`src/rtl/door_lock_pkg.sv`:
```
// Shared types, default parameters and width helpers for the door access controller.
package door_lock_pkg;

  typedef enum logic [1:0] {
    ARMED,
    OPEN,
    LOCKOUT,
    ALARM
  } door_state_t;

  localparam int DEF_MAX_FAILS      = 3;
  localparam int DEF_MAX_LOCKOUTS   = 2;
  localparam int DEF_OPEN_CYCLES    = 50;
  localparam int DEF_LOCKOUT_CYCLES = 100;

  function automatic int max_int(input int a, input int b);
    return (a > b) ? a : b;
  endfunction

  // Bits needed to hold 0..n inclusive (saturating counters).
  function automatic int sat_width(input int n);
    return (n < 1) ? 1 : $clog2(n + 1);
  endfunction

  // Bits for a down-counter loaded with at most n-1; never narrower than 1.
  function automatic int timer_width(input int n);
    return (n <= 1) ? 1 : $clog2(n);
  endfunction

endpackage

```
`src/rtl/door_timer.sv`:
```
// Loadable down-counter shared by the OPEN and LOCKOUT dwell periods.
module door_timer #(
  parameter int W = 8
) (
  input  logic         clk,
  input  logic         reset,
  input  logic         load,
  input  logic         en,
  input  logic [W-1:0] load_val,
  output logic         done
);

  logic [W-1:0] count;

  // Load wins over counting; the counter parks at zero rather than wrapping.
  always_ff @(posedge clk or negedge reset) begin
    if (!reset) begin
      count <= '0;
    end else if (load) begin
      count <= load_val;
    end else if (en && (count != '0)) begin
      count <= count - W'(1);
    end
  end

  assign done = (count == '0);

endmodule

```
`src/rtl/door_access_ctrl.sv`:
```
// Sequences the serial code detector: gates keypad bits, times the open door,
// counts failed attempts, enforces lockouts and latches an intrusion alarm.
module door_access_ctrl
  import door_lock_pkg::*;
#(
  parameter int MAX_FAILS      = DEF_MAX_FAILS,
  parameter int MAX_LOCKOUTS   = DEF_MAX_LOCKOUTS,
  parameter int OPEN_CYCLES    = DEF_OPEN_CYCLES,
  parameter int LOCKOUT_CYCLES = DEF_LOCKOUT_CYCLES
) (
  input  logic                             clk,
  input  logic                             reset,
  input  logic                             key_in,
  input  logic                             det_unlock,
  input  logic                             det_error,
  input  logic                             admin_clr,
  output logic                             det_in,
  output logic                             det_rst,
  output logic                             lock_open,
  output logic                             lockout,
  output logic                             alarm,
  output logic [$clog2(MAX_FAILS+1)-1:0]   fail_cnt
);

  localparam int FAIL_W = $clog2(MAX_FAILS + 1);
  localparam int LOCK_W = sat_width(MAX_LOCKOUTS);
  localparam int TMR_W  = timer_width(max_int(OPEN_CYCLES, LOCKOUT_CYCLES));

  localparam logic [FAIL_W-1:0] FAIL_LIMIT   = FAIL_W'(MAX_FAILS);
  localparam logic [LOCK_W-1:0] LOCK_LIMIT   = LOCK_W'(MAX_LOCKOUTS);
  localparam logic [TMR_W-1:0]  OPEN_LOAD    = TMR_W'(OPEN_CYCLES - 1);
  localparam logic [TMR_W-1:0]  LOCKOUT_LOAD = TMR_W'(LOCKOUT_CYCLES - 1);

  door_state_t       state;
  logic [LOCK_W-1:0] lock_cnt;
  logic [FAIL_W-1:0] fail_next;
  logic [LOCK_W-1:0] lock_next;
  logic              trip;
  logic              to_alarm;
  logic              tmr_load;
  logic [TMR_W-1:0]  tmr_val;
  logic              tmr_en;
  logic              tmr_done;

  // Saturating next counts and the timer load decision for the coming edge.
  always_comb begin
    fail_next = (fail_cnt == FAIL_LIMIT) ? fail_cnt : fail_cnt + FAIL_W'(1);
    lock_next = (lock_cnt == LOCK_LIMIT) ? lock_cnt : lock_cnt + LOCK_W'(1);
    trip      = (fail_next == FAIL_LIMIT);
    to_alarm  = trip && (lock_next == LOCK_LIMIT);
    tmr_load  = 1'b0;
    tmr_val   = '0;
    case (state)
      ARMED: begin
        if (!admin_clr) begin
          if (det_error) begin
            if (trip && !to_alarm) begin
              tmr_load = 1'b1;
              tmr_val  = LOCKOUT_LOAD;
            end
          end else if (det_unlock) begin
            tmr_load = 1'b1;
            tmr_val  = OPEN_LOAD;
          end
        end
      end
      LOCKOUT: begin
        if (admin_clr) begin
          tmr_load = 1'b1;
        end
      end
      default: ;
    endcase
  end

  assign tmr_en = (state == OPEN) || (state == LOCKOUT);
  assign det_in = key_in && (state == ARMED);

  door_timer #(
    .W(TMR_W)
  ) u_timer (
    .clk      (clk),
    .reset    (reset),
    .load     (tmr_load),
    .en       (tmr_en),
    .load_val (tmr_val),
    .done     (tmr_done)
  );

  // det_rst is gated by its own previous value so it can never stretch to two cycles.
  always_ff @(posedge clk or negedge reset) begin
    if (!reset) begin
      state     <= ARMED;
      fail_cnt  <= '0;
      lock_cnt  <= '0;
      det_rst   <= 1'b0;
      lock_open <= 1'b0;
      lockout   <= 1'b0;
      alarm     <= 1'b0;
    end else begin
      det_rst <= 1'b0;
      case (state)
        ARMED: begin
          if (admin_clr) begin
            fail_cnt <= '0;
            lock_cnt <= '0;
          end else if (det_error) begin
            det_rst <= ~det_rst;
            if (trip) begin
              fail_cnt <= '0;
              lock_cnt <= lock_next;
              lockout  <= 1'b1;
              if (to_alarm) begin
                state <= ALARM;
                alarm <= 1'b1;
              end else begin
                state <= LOCKOUT;
              end
            end else begin
              fail_cnt <= fail_next;
            end
          end else if (det_unlock) begin
            state     <= OPEN;
            lock_open <= 1'b1;
            fail_cnt  <= '0;
            lock_cnt  <= '0;
            det_rst   <= ~det_rst;
          end
        end
        OPEN: begin
          if (tmr_done) begin
            state     <= ARMED;
            lock_open <= 1'b0;
          end
        end
        LOCKOUT: begin
          if (admin_clr) begin
            state    <= ARMED;
            lockout  <= 1'b0;
            fail_cnt <= '0;
            lock_cnt <= '0;
          end else if (tmr_done) begin
            state   <= ARMED;
            lockout <= 1'b0;
          end
        end
        ALARM: begin
          if (admin_clr) begin
            state    <= ARMED;
            alarm    <= 1'b0;
            lockout  <= 1'b0;
            fail_cnt <= '0;
            lock_cnt <= '0;
            det_rst  <= ~det_rst;
          end
        end
        default: state <= ARMED;
      endcase
    end
  end

endmodule

```
`config.mk`:
```
export PLATFORM = sky130hd
export DESIGN_NAME = door_access_ctrl
export DESIGN_NICKNAME = d
export VERILOG_FILES = /design/src/rtl/door_lock_pkg.sv /design/src/rtl/door_timer.sv /design/src/rtl/door_access_ctrl.sv
export SDC_FILE = /design/constraint.sdc
export NUM_CORES = 1
export LEC_CHECK = 0
export CORE_ASPECT_RATIO = 1.4
export CORE_UTILIZATION = 47
export CTS_CLUSTER_SIZE = 20
export DETAILED_ROUTE_END_ITERATION = 8
export GPL_TIMING_DRIVEN = 1
export PLACE_DENSITY = 0.71
export SYNTH_ARGS = -nofsm -noshare
export SYNTH_HDL_FRONTEND = slang
export SYNTH_SLANG_ARGS = --single-unit
```
`constraint.sdc`:
```
create_clock -name clk -period 1.6 [get_ports clk]
set_input_delay 0.24 -clock clk [delete_from_list [all_inputs] [get_ports clk]]
set_output_delay 0.24 -clock clk [all_outputs]
set_load 0.05 [all_outputs]
```
==> metrics.cfg, run 1 <==
[outcome]
status = finished with violations
violations = DRC, setup timing

[logic_synthesis]
synthCells = 121
syn_area_mm2 = 0.001129
async_flop_share_pct = 100.0
yosys-top-cells-area = dfrtp_1, ha_1, nand2_1, mux2i_1, o21ai_0
ys_types = 40
synth_simple_gate_area_share_pct = 20.73
ys_seq_area_share_pct = 37.69
synth_top_family_by_area = simple AND/OR/NAND/NOR gates
ys_seq_elements = 17
syn_area_per_cell_um2 = 9.327
syn-num-nets = 136
netlist.area_leader.share_pct = 37.69
synthMuxAreaShare_pct = 6.541
synth-edff-count = 0
synth_compound_area_share_pct = 17.74
synth_flop_cell = dfrtp_1
synth_top_area_cell = dfrtp_1
synth_xor_xnor_area_share_pct = 2.328
synth_fa_ha_area_share_pct = 9.978
yosysWarnings = 0

[routing]
ant_nets = 0
avgRoutedWirePerCell_um = 15.77
dr.pass1.iters = 6
vias_per_cell = 5.500
drc = 4
vias = 1067
drt_iter0_drc = 24
wl_mm = 3.059

[cells_and_area]
area_growth_syn_to_layout_pct = 56.21
nFillCells = 148
utilization_pct = 79.16
multiInputGateArea_um2 = 822.0
fin_nets = 188
finalNonFillerCells = 194
num_antenna_cells = 0
final_cell_area_mm2 = 0.001763
drive_gt1_share_pct = 50.00
regArea_um2 = 425.4

[placed_design]
dp.cells = 182
portBuffers = 12
place_congestion = 0.7944
placed_area_mm2 = 0.001516
hpwl_mm = 2.139

[power_and_ir_drop]
pwr-share-comb_pct = 73.1
sw_frac_of_total_pct = 43.44
seq_power_share_pct = 20.1
vdd_drop_max_uv = 1128
finalPower_mw = 3.591
p_int_mw = 2.031
clkPwrFrac_pct = 6.7
power_leakage_nw = 0.7854
p_per_area_mw_per_mm2 = 2037
power_switching_mw = 1.560

[die]
die-area_mm2 = 0.002604
rows = 20
core-area_mm2 = 0.002227
start_util_pct = 50.67
die_y_um = 59.98
ios = 13
fp.dieW_um = 43.42

[timing]
slew_headroom_pct = 76.84
period_share_pct = 107.7
grt_setup_unrepaired = true
skew_ns = 0.004215
hold-worst-slack_ns = 0.2548
finalMaxSlewViolations = 0
hold_viol = 0
worstMarginPinSlew_ns = 0.3378
period_needed_ns = 1.723
fmax_ghz = 0.5803
setup_viol = 10
timing.final.ws_setup_ns = -0.1232

[grt]
grt_pass1_wl_mm = 4.843
grt_max_degree = 18
met3_usage_pct = 2.115
grt_overflow_total = 0
grt_pass1_vias = 1168
grt_use_total_pct = 26.03
grt_use_met2_pct = 49.57
grt_use_met1_pct = 25.14
antenna_found_initial = 0
busiest_layer = met2

[worst_setup_path]
r2r.worst_path.cells = 7
crit_type = reg -> reg
crit_path_max_incr_delay_ns = 0.40
critical_path.startpoint_type = flip-flop
end_kind = flip-flop
worstPathRequired_ns = 1.81
crit_fanout = 5
crit_chain = inv_2 > ha_4 > or3b_4 > buf_6 > nor2_4 > o31ai_4 > a32o_1
cpMaxStageDelayCell = dfrtp_1
worstPathArrival_ns = 1.93

[worst_hold_path]
hold_path_class = in -> async

[clocking]
clockRootBuffer = clkbuf_4
cts_tree = yes
clk_path_buf_depth = 2
clock-sinks = 17
ctsHoldBuffers = 0
clk_latency_ns = 0.31
h-tree-depth = 1
cts.clk_slew.worst_paths_ns = 0.10
cts_inserted_buffers = 3

[job]
cap_violations = 0

-- metal layers --
metal	part of all wire, %	up-vias
li1	-	527
met1	39	516
met2	57	15
met3	1.5	9
met4	3.1	0
met5	0	-
-- cell usage in the layout (no fill, tap or decap), types with 4 or more instances in the layout --
cell type and count:
buf_4 41, dfrtp_1 17, nand2_1 11, nor2_1 9
a21oi_1 5, ha_4 5, clkdlybuf4s50_1 5, inv_1 4
inv_2 4, o21ai_0 4, mux2i_1 4
-- sequential cells by signal, summed over array words and instances, names as in the netlist --
signal,cells
alarm,1
det_rst,1
fail_cnt,2
lock_cnt,2
lock_open,1
lockout,1
state,2
u_timer.count,7
-- worst max-delay path: cells and delay by family (launching register included) --
kind | cells | cell delay, ns
compound gates | 2 | 0.30
buf+inv | 2 | 0.24
flops | 1 | 0.40
simple gates | 2 | 0.56
fa+ha+maj | 1 | 0.12
-- per-stage QoR --
step / TNS [ns] / setup WS, ns
after floorplan: -0.1360 / -0.09665
after global placement: -1.277 / -0.1539
after detailed placement: -1.913 / -0.2182
after CTS: -0.8055 / -0.1296
after global routing: -1.340 / -0.1754
final: -0.7531 / -0.1232
-- timing repair --
item / CTS / global route
setup buffers: 6 / 4
pin swaps: 8 / 11
resized for setup: 19 / 18
setup endpoints to repair: 13 / 14
-- logic make-up after synthesis --
family                   count (synthesis)
AO/OA/AOI/OAI                           30
flip-flops                              17
multiplexers                             7
buffers and inverters                   12
adder cells (fa/ha/maj)                  9
AND/OR/NAND/NOR                         43
XOR/XNOR                                 3
-- worst paths after layout --
path | from | endpoint | slack, ns
max | u_timer.count[1]$_DFFE_PN0P_ | state[1]$_DFFE_PN0P_ | -0.12
min | reset | u_timer.count[5]$_DFFE_PN0P_ | 0.25
max reg2reg | u_timer.count[1]$_DFFE_PN0P_ | state[1]$_DFFE_PN0P_ | -0.12
min reg2reg | det_rst$_DFF_PN0_ | det_rst$_DFF_PN0_ | 0.45
max in group asynchronous | reset | lock_cnt[0]$_DFFE_PN0P_ | 1.15
min in group clk | det_rst$_DFF_PN0_ | det_rst$_DFF_PN0_ | 0.45
-- power groups by stage --
stage / combinational [mW] / clock (mW) / sequential, mW
CTS: 2.34 / 0.251 / 0.710
detailed placement: 2.00 / 0 / 0.724
global route: 2.81 / 0.257 / 0.743
floorplan: 1.06 / 0 / 0.892
global placement: 1.95 / 0 / 0.716
finish: 2.63 / 0.241 / 0.723
-- cells in the mapped netlist, types with 3 or more instances --
master / n
mux2i_1: 4
o21ai_0: 7
inv_1: 8
a211oi_1: 3
nor2b_1: 3
nor2_1: 9
buf_2: 3
dfrtp_1: 17
nand2_1: 13
a21oi_1: 5
nor3_1: 3
ha_1: 9
and2_1: 3
o21ai_1: 3
-- final cells by class --
type	instances	share of cell area [%]
Sequential cell	17	24.13
Timing Repair Buffer	51	24.49
Tap cell	22	1.561
Clock buffer	4	1.490
Multi-Input combinational cell	92	46.63
Inverter	8	1.703
(Power assumes the default switching activity.)
==> run 2: changes to the inputs <==
--- a/config.mk
+++ b/config.mk
@@ -10,7 +10,7 @@
 export CTS_CLUSTER_SIZE = 20
 export DETAILED_ROUTE_END_ITERATION = 8
 export GPL_TIMING_DRIVEN = 1
-export PLACE_DENSITY = 0.71
+export PLACE_DENSITY = 0.69
 export SYNTH_ARGS = -nofsm -noshare
 export SYNTH_HDL_FRONTEND = slang
 export SYNTH_SLANG_ARGS = --single-unit
==> metrics.cfg, run 2 (same netlist as run 1, synthesis figures left out) <==
[timing]
timing.final.ws_setup_ns = -0.09816  ; +0.02499 ns
setup_viol = 10  ; unchanged
grt_setup_unrepaired = true
slew_headroom_pct = 80.12  ; +3.3 points
period_needed_ns = 1.698  ; -0.02499 ns
skew_ns = 0.009347  ; +0.005132 ns
hold_viol = 0  ; unchanged
fmax_ghz = 0.5889  ; +1.5%
worstMarginPinSlew_ns = 0.2981  ; -0.03962 ns
finalMaxSlewViolations = 0  ; unchanged
period_share_pct = 106.1  ; -1.6 points

[routing]
dr.pass1.iters = 5  ; -1
drt_iter0_drc = 24  ; unchanged
vias_per_cell = 5.708  ; +3.8%
avgRoutedWirePerCell_um = 15.59  ; -1.1%
vias = 1096  ; +2.7%
ant_nets = 0  ; unchanged
drc = 0  ; -4
wl_mm = 2.994  ; -2.1%

[worst_setup_path]
crit_chain = inv_2 > ha_4 > or3b_4 > o21ai_4 > mux2_4 > o21ai_2
crit_fanout = 2  ; -3
critPathLaunch = u_timer.count[1]$_DFFE_PN0P_
cpMaxStageDelayCell = dfrtp_1
end_kind = flip-flop
cp_num_buf_inv = 1  ; -1
worstPathArrival_ns = 1.94  ; about the same
worstPathRequired_ns = 1.84  ; +0.03 ns
ff2ff_setup_slack_ns = -0.1  ; +0.02 ns
path_delay_family = flip-flops
critical_path.startpoint_type = flip-flop
worstReg2RegStart = u_timer.count[1]$_DFFE_PN0P_
crit_path_max_incr_delay_ns = 0.41  ; about the same
crit_type = reg -> reg

[die]
core-area_mm2 = 0.002227  ; unchanged
ios = 13  ; unchanged
start_util_pct = 50.67  ; unchanged
rows = 20  ; unchanged
die_y_um = 59.98  ; unchanged
fp.dieW_um = 43.42  ; unchanged
die-area_mm2 = 0.002604  ; unchanged

[grt]
grt_max_degree = 18  ; unchanged
grt_overflow_total = 0  ; unchanged
grt_use_total_pct = 23.63  ; -2.4 points
busiest_layer = met2
grt_use_met1_pct = 23.61  ; -1.5 points
grt_pass1_vias = 1097  ; -6.1%
grt_pass1_wl_mm = 4.478  ; -7.5%
antenna_found_initial = 0  ; unchanged
grt_use_met2_pct = 45.89  ; -3.7 points
met3_usage_pct = 2.115  ; unchanged

[clocking]
h-tree-depth = 1  ; unchanged
clockRootBuffer = clkbuf_4
cts.clk_slew.worst_paths_ns = 0.10  ; about the same
ctsHoldBuffers = 0  ; unchanged
clk_latency_ns = 0.31  ; about the same
clock-sinks = 17  ; unchanged
clk_path_buf_depth = 2  ; unchanged
cts_tree = yes
cts_inserted_buffers = 3  ; unchanged

[cells_and_area]
drive_gt1_share_pct = 52.35  ; +2.4 points
largest_reg_flops = 7  ; unchanged
mostFrequentLayoutCells = buf_4, dfrtp_1, nand2_1, nor2_1, clkdlybuf4s50_1
final_common_cell = buf_4
fin_nets = 186  ; -1.1%
num_antenna_cells = 0  ; unchanged
area_growth_syn_to_layout_pct = 56.32  ; about the same
largest-register = u_timer.count
final_cell_area_mm2 = 0.001764  ; about the same

[outcome]
violations = setup timing
status = finished with violations

[power_and_ir_drop]
seq_power_share_pct = 20.4  ; +0.3 points
sw_frac_of_total_pct = 42.89  ; -0.55 points
p_int_mw = 2.066  ; +1.7%
power_leakage_nw = 0.7762  ; -1.2%
finalPower_mw = 3.618  ; +0.75%
p_per_area_mw_per_mm2 = 2051  ; +0.68%
pwr-share-comb_pct = 73.0  ; about the same
vdd_drop_max_uv = 1449  ; +28%
power_switching_mw = 1.552  ; -0.52%
clkPwrFrac_pct = 6.6  ; about the same

[placed_design]
place_congestion = 0.9095  ; +14%
hpwl_mm = 2.052  ; -4.1%
portBuffers = 12  ; unchanged
placed_area_mm2 = 0.001486  ; -2.0%
dp_worst_setup_slack_ns = -0.2320  ; -0.01388 ns

[job]
cap_violations = 0  ; unchanged

[worst_hold_path]
hold_path_class = in -> async

## run 2: worst paths after layout
path                                                endpoint  cells after the start
min in group clk                           det_rst$_DFF_PN0_                      1
worst min register to register             det_rst$_DFF_PN0_                      1
worst min-delay path                 fail_cnt[0]$_DFFE_PN0P_                      2
max in group asynchronous               state[1]$_DFFE_PN0P_                      2
worst max register to register  u_timer.count[1]$_DFFE_PN0P_                      6
worst max-delay path            u_timer.count[1]$_DFFE_PN0P_                      6
## run 2: per-stage QoR
stage,TNS (ns),hold slack (ns),instances,util [%]
after floorplan,-0.1360,-0.05559,121,-
after global placement,-1.486,0.4331,178,66.74
after detailed placement,-1.760,0.4439,178,66.74
after CTS,-0.4315,0.2680,186,72.25
after global routing,-1.161,0.2751,192,79.21
final,-0.5313,0.2491,192,79.21
## run 2: routing by layer
metal  wire, um  vias up
met2       1735       21
met5          0        -
met4         97        0
met3         49       10
li1           -      525
met1       1112      540
## run 2: cell type report
class | instances | area, um^2
Multi-Input combinational cell | 92 | 824.5
Fill cell | 148 | 462.9
Timing Repair Buffer | 49 | 429.2
Sequential cell | 17 | 426.7
Inverter | 8 | 30.03
Tap cell | 22 | 27.53
Clock buffer | 4 | 26.28
## run 2: worst reg2reg max path, cell delays in order, from the launching register on
cell,delay (ns)
dfrtp_1,0.41
inv_2,0.08
ha_4,0.13
or3b_4,0.39
o21ai_4,0.17
mux2_4,0.32
o21ai_2,0.13
## run 2: timing repair
action,in CTS,in global routing
setup buffers,4,7
gates resized for setup,19,22
setup endpoints to repair,13,16
pin swaps,9,5
## run 2: power groups by stage
| stage | sequential (mW) | combinational, mW | clock (mW) |
|---|---|---|---|
| 4_1_cts | 0.731 | 2.23 | 0.237 |
| 3_3_place_gp | 0.724 | 1.89 | 0 |
| 2_1_floorplan | 0.892 | 1.06 | 0 |
| 6_report | 0.736 | 2.64 | 0.239 |
| 3_5_place_dp | 0.731 | 1.94 | 0 |
| 5_1_grt | 0.757 | 2.80 | 0.257 |
==> run 3: changes to the inputs <==
--- a/config.mk
+++ b/config.mk
@@ -6,11 +6,12 @@
 export NUM_CORES = 1
 export LEC_CHECK = 0
 export CORE_ASPECT_RATIO = 1.4
+export CORE_MARGIN = 3
 export CORE_UTILIZATION = 47
 export CTS_CLUSTER_SIZE = 20
 export DETAILED_ROUTE_END_ITERATION = 8
 export GPL_TIMING_DRIVEN = 1
-export PLACE_DENSITY = 0.69
+export PLACE_DENSITY = 0.67
 export SYNTH_ARGS = -nofsm -noshare
 export SYNTH_HDL_FRONTEND = slang
 export SYNTH_SLANG_ARGS = --single-unit
==> constraint.sdc (replaced) <==
create_clock -name clk -period 1.75 [get_ports clk]
set_input_delay 0.2625 -clock clk [delete_from_list [all_inputs] [get_ports clk]]
set_output_delay 0.2625 -clock clk [all_outputs]
set_load 0.05 [all_outputs]
==> metrics.cfg, run 3 (same netlist as run 1, synthesis figures left out) <==
[worst_setup_path]
worstPathRequired_ns = 1.94  ; +0.10 ns
worstPathArrival_ns = 1.90  ; -0.04 ns
critical_path.startpoint_type = flip-flop
worstReg2RegStart = u_timer.count[1]$_DFFE_PN0P_
cpMaxStageDelayCell = dfrtp_1
path_delay_family = simple AND/OR/NAND/NOR gates
crit_fanout = 5  ; +3
crit_chain = inv_2 > ha_4 > or3b_4 > buf_6 > nor2_4 > o31ai_2 > a32o_1
ff2ff_setup_slack_ns = 0.04  ; +0.14 ns
end_kind = flip-flop
r2r.worst_path.cells = 7  ; +1
crit_type = reg -> reg
crit_path_max_incr_delay_ns = 0.40  ; about the same
reg2reg_to = state[1]$_DFFE_PN0P_
cp_num_buf_inv = 2  ; +1

[clocking]
clockRootBuffer = clkbuf_4
clk_path_buf_depth = 2  ; unchanged
clk_latency_ns = 0.29  ; -0.02 ns
h-tree-depth = 1  ; unchanged
clock-sinks = 17  ; unchanged
cts_tree = yes
cts_inserted_buffers = 3  ; unchanged
cts.clk_slew.worst_paths_ns = 0.11  ; about the same
ctsHoldBuffers = 0  ; unchanged

[outcome]
status = finished, final reports clean

[routing]
vias = 978  ; -11%
wl_met3_um = 65  ; +33%
dr.max_layer_used = met4
wl_mm = 2.583  ; -14%
ant_nets = 0  ; unchanged
drt_iter0_drc = 9  ; -63%
avgRoutedWirePerCell_um = 14.43  ; -7.5%
wl_met2_mm = 1.457  ; -16%
dr.pass1.iters = 4  ; -1
vias_per_cell = 5.464  ; -4.3%
drc = 0  ; unchanged
met1_length_mm = 1.043  ; -6.2%

[grt]
grt_overflow_total = 0  ; unchanged
grt_pass1_wl_mm = 4.353  ; -2.8%
antenna_found_initial = 0  ; unchanged
grt_pass1_vias = 985  ; -10%
grt_max_degree = 18  ; unchanged
grt_use_total_pct = 19.44  ; -4.2 points

[die]
rows = 20  ; unchanged
die_y_um = 63.98  ; +6.7%
die-area_mm2 = 0.003034  ; +16%
core-area_mm2 = 0.002227  ; unchanged
ios = 13  ; unchanged
fp.dieW_um = 47.42  ; +9.2%
start_util_pct = 50.67  ; unchanged

[placed_design]
portBuffers = 12  ; unchanged
placed_area_mm2 = 0.001403  ; -5.6%
dp_worst_setup_slack_ns = -0.1079  ; +0.1242 ns
hpwl_mm = 2.021  ; -1.5%
place_congestion = 0.8703  ; -4.3%

[cells_and_area]
area_growth_syn_to_layout_pct = 34.70
mostFrequentLayoutCells = buf_4, dfrtp_1, nand2_1, nor2_1, o21ai_0
largest-register = u_timer.count
largest_reg_flops = 7  ; unchanged
drive_gt1_share_pct = 36.94  ; -15 points
num_antenna_cells = 0  ; unchanged
fin_nets = 173  ; -7.0%
final_common_cell = buf_4
final_cell_area_mm2 = 0.001520  ; -14%

[timing]
setup_viol = 0  ; -10
timing.final.ws_setup_ns = 0.04437  ; +0.1425 ns
slew_headroom_pct = 79.17  ; -0.95 points
skew_ns = 0.002484  ; -0.006863 ns
hold-worst-slack_ns = 0.2843  ; +0.03521 ns
grt_setup_unrepaired = true
period_needed_ns = 1.706  ; +0.007473 ns
period_share_pct = 97.46  ; -8.7 points
finalMaxSlewViolations = 0  ; unchanged
worstMarginPinSlew_ns = 0.3091  ; +0.01097 ns
hold_viol = 0  ; unchanged
fmax_ghz = 0.5863  ; -0.44%

[worst_hold_path]
hold_path_class = in -> async

[power_and_ir_drop]
vdd_drop_max_uv = 1007  ; -31%
p_per_area_mw_per_mm2 = 1804  ; -12%
power_leakage_nw = 0.6660  ; -14%

[job]
cap_violations = 0  ; unchanged

## run 3: cell types whose count changed in the layout (fill, tap and decap cells not counted), sizes merged
cell  delta
buf     -13
## run 3: layout make-up
| cell class | instances | area (um^2) |
|---|---|---|
| clock buffer | 4 | 26.28 |
| multi-input combinational | 92 | 706.9 |
| tap | 22 | 27.53 |
| fill | 186 | 706.9 |
| sequential | 17 | 427.9 |
| timing repair buffer | 36 | 299.0 |
| inverter | 8 | 32.53 |
## run 3: timing repair
action                                 in CTS  in global routing
resized for setup                          10                 11
pin swaps                                   1                  3
buffers inserted                            1                  2
setup endpoints to repair                   3                 11
endpoints found under the hold margin       0                  0
## run 3: where the power goes
part	leakage, nW	switching [mW]	internal (mW)
Sequential	0.208	0.130	0.556
Combinational	0.444	0.952	0.883
Clock	0.0150	0.133	0.0887
Total	0.666	1.21	1.53
## run 3: stage by stage
stage / total power, mW / util [%] / instances / TNS [ns]
after floorplan: 1.692 / - / 121 / 0
after global placement: 2.219 / 62.98 / 172 / -0.1078
after detailed placement: 2.271 / 62.98 / 172 / -0.3373
after CTS: 2.645 / 66.18 / 177 / 0
after global routing: 2.938 / 68.26 / 179 / -0.03528
final: 2.742 / 68.26 / 179 / 0
## run 3: layer usage
metal  GRT usage [%]  up-vias
met5               0        -
met2           35.40       17
met3           1.972        2
li1                -      493
met1           22.95      466
met4           4.152        0
## run 3: worst max path at each step
stage / end / slack [ns] / startpoint / cells after the start
2_1_floorplan: u_timer.count[1]$_DFFE_PN0P_ / 0.007 / u_timer.count[0]$_DFFE_PN0P_ / 7
3_3_place_gp: fail_cnt[0]$_DFFE_PN0P_ / -0.05 / admin_clr / 5
3_5_place_dp: fail_cnt[0]$_DFFE_PN0P_ / -0.11 / admin_clr / 5
4_1_cts: det_in / 0.0007 / state[1]$_DFFE_PN0P_ / 5
5_1_grt: state[0]$_DFFE_PN0P_ / -0.02 / state[0]$_DFFE_PN0P_ / 6
6_report: state[1]$_DFFE_PN0P_ / 0.04 / u_timer.count[1]$_DFFE_PN0P_ / 7
## run 3: worst reg2reg max path, cell delays in order, from the launching register on
cell and delay, ns:
dfrtp_1 0.40, inv_2 0.09, ha_4 0.13, or3b_4 0.40, buf_6 0.15, nor2_4 0.13, o31ai_2 0.09, a32o_1 0.21
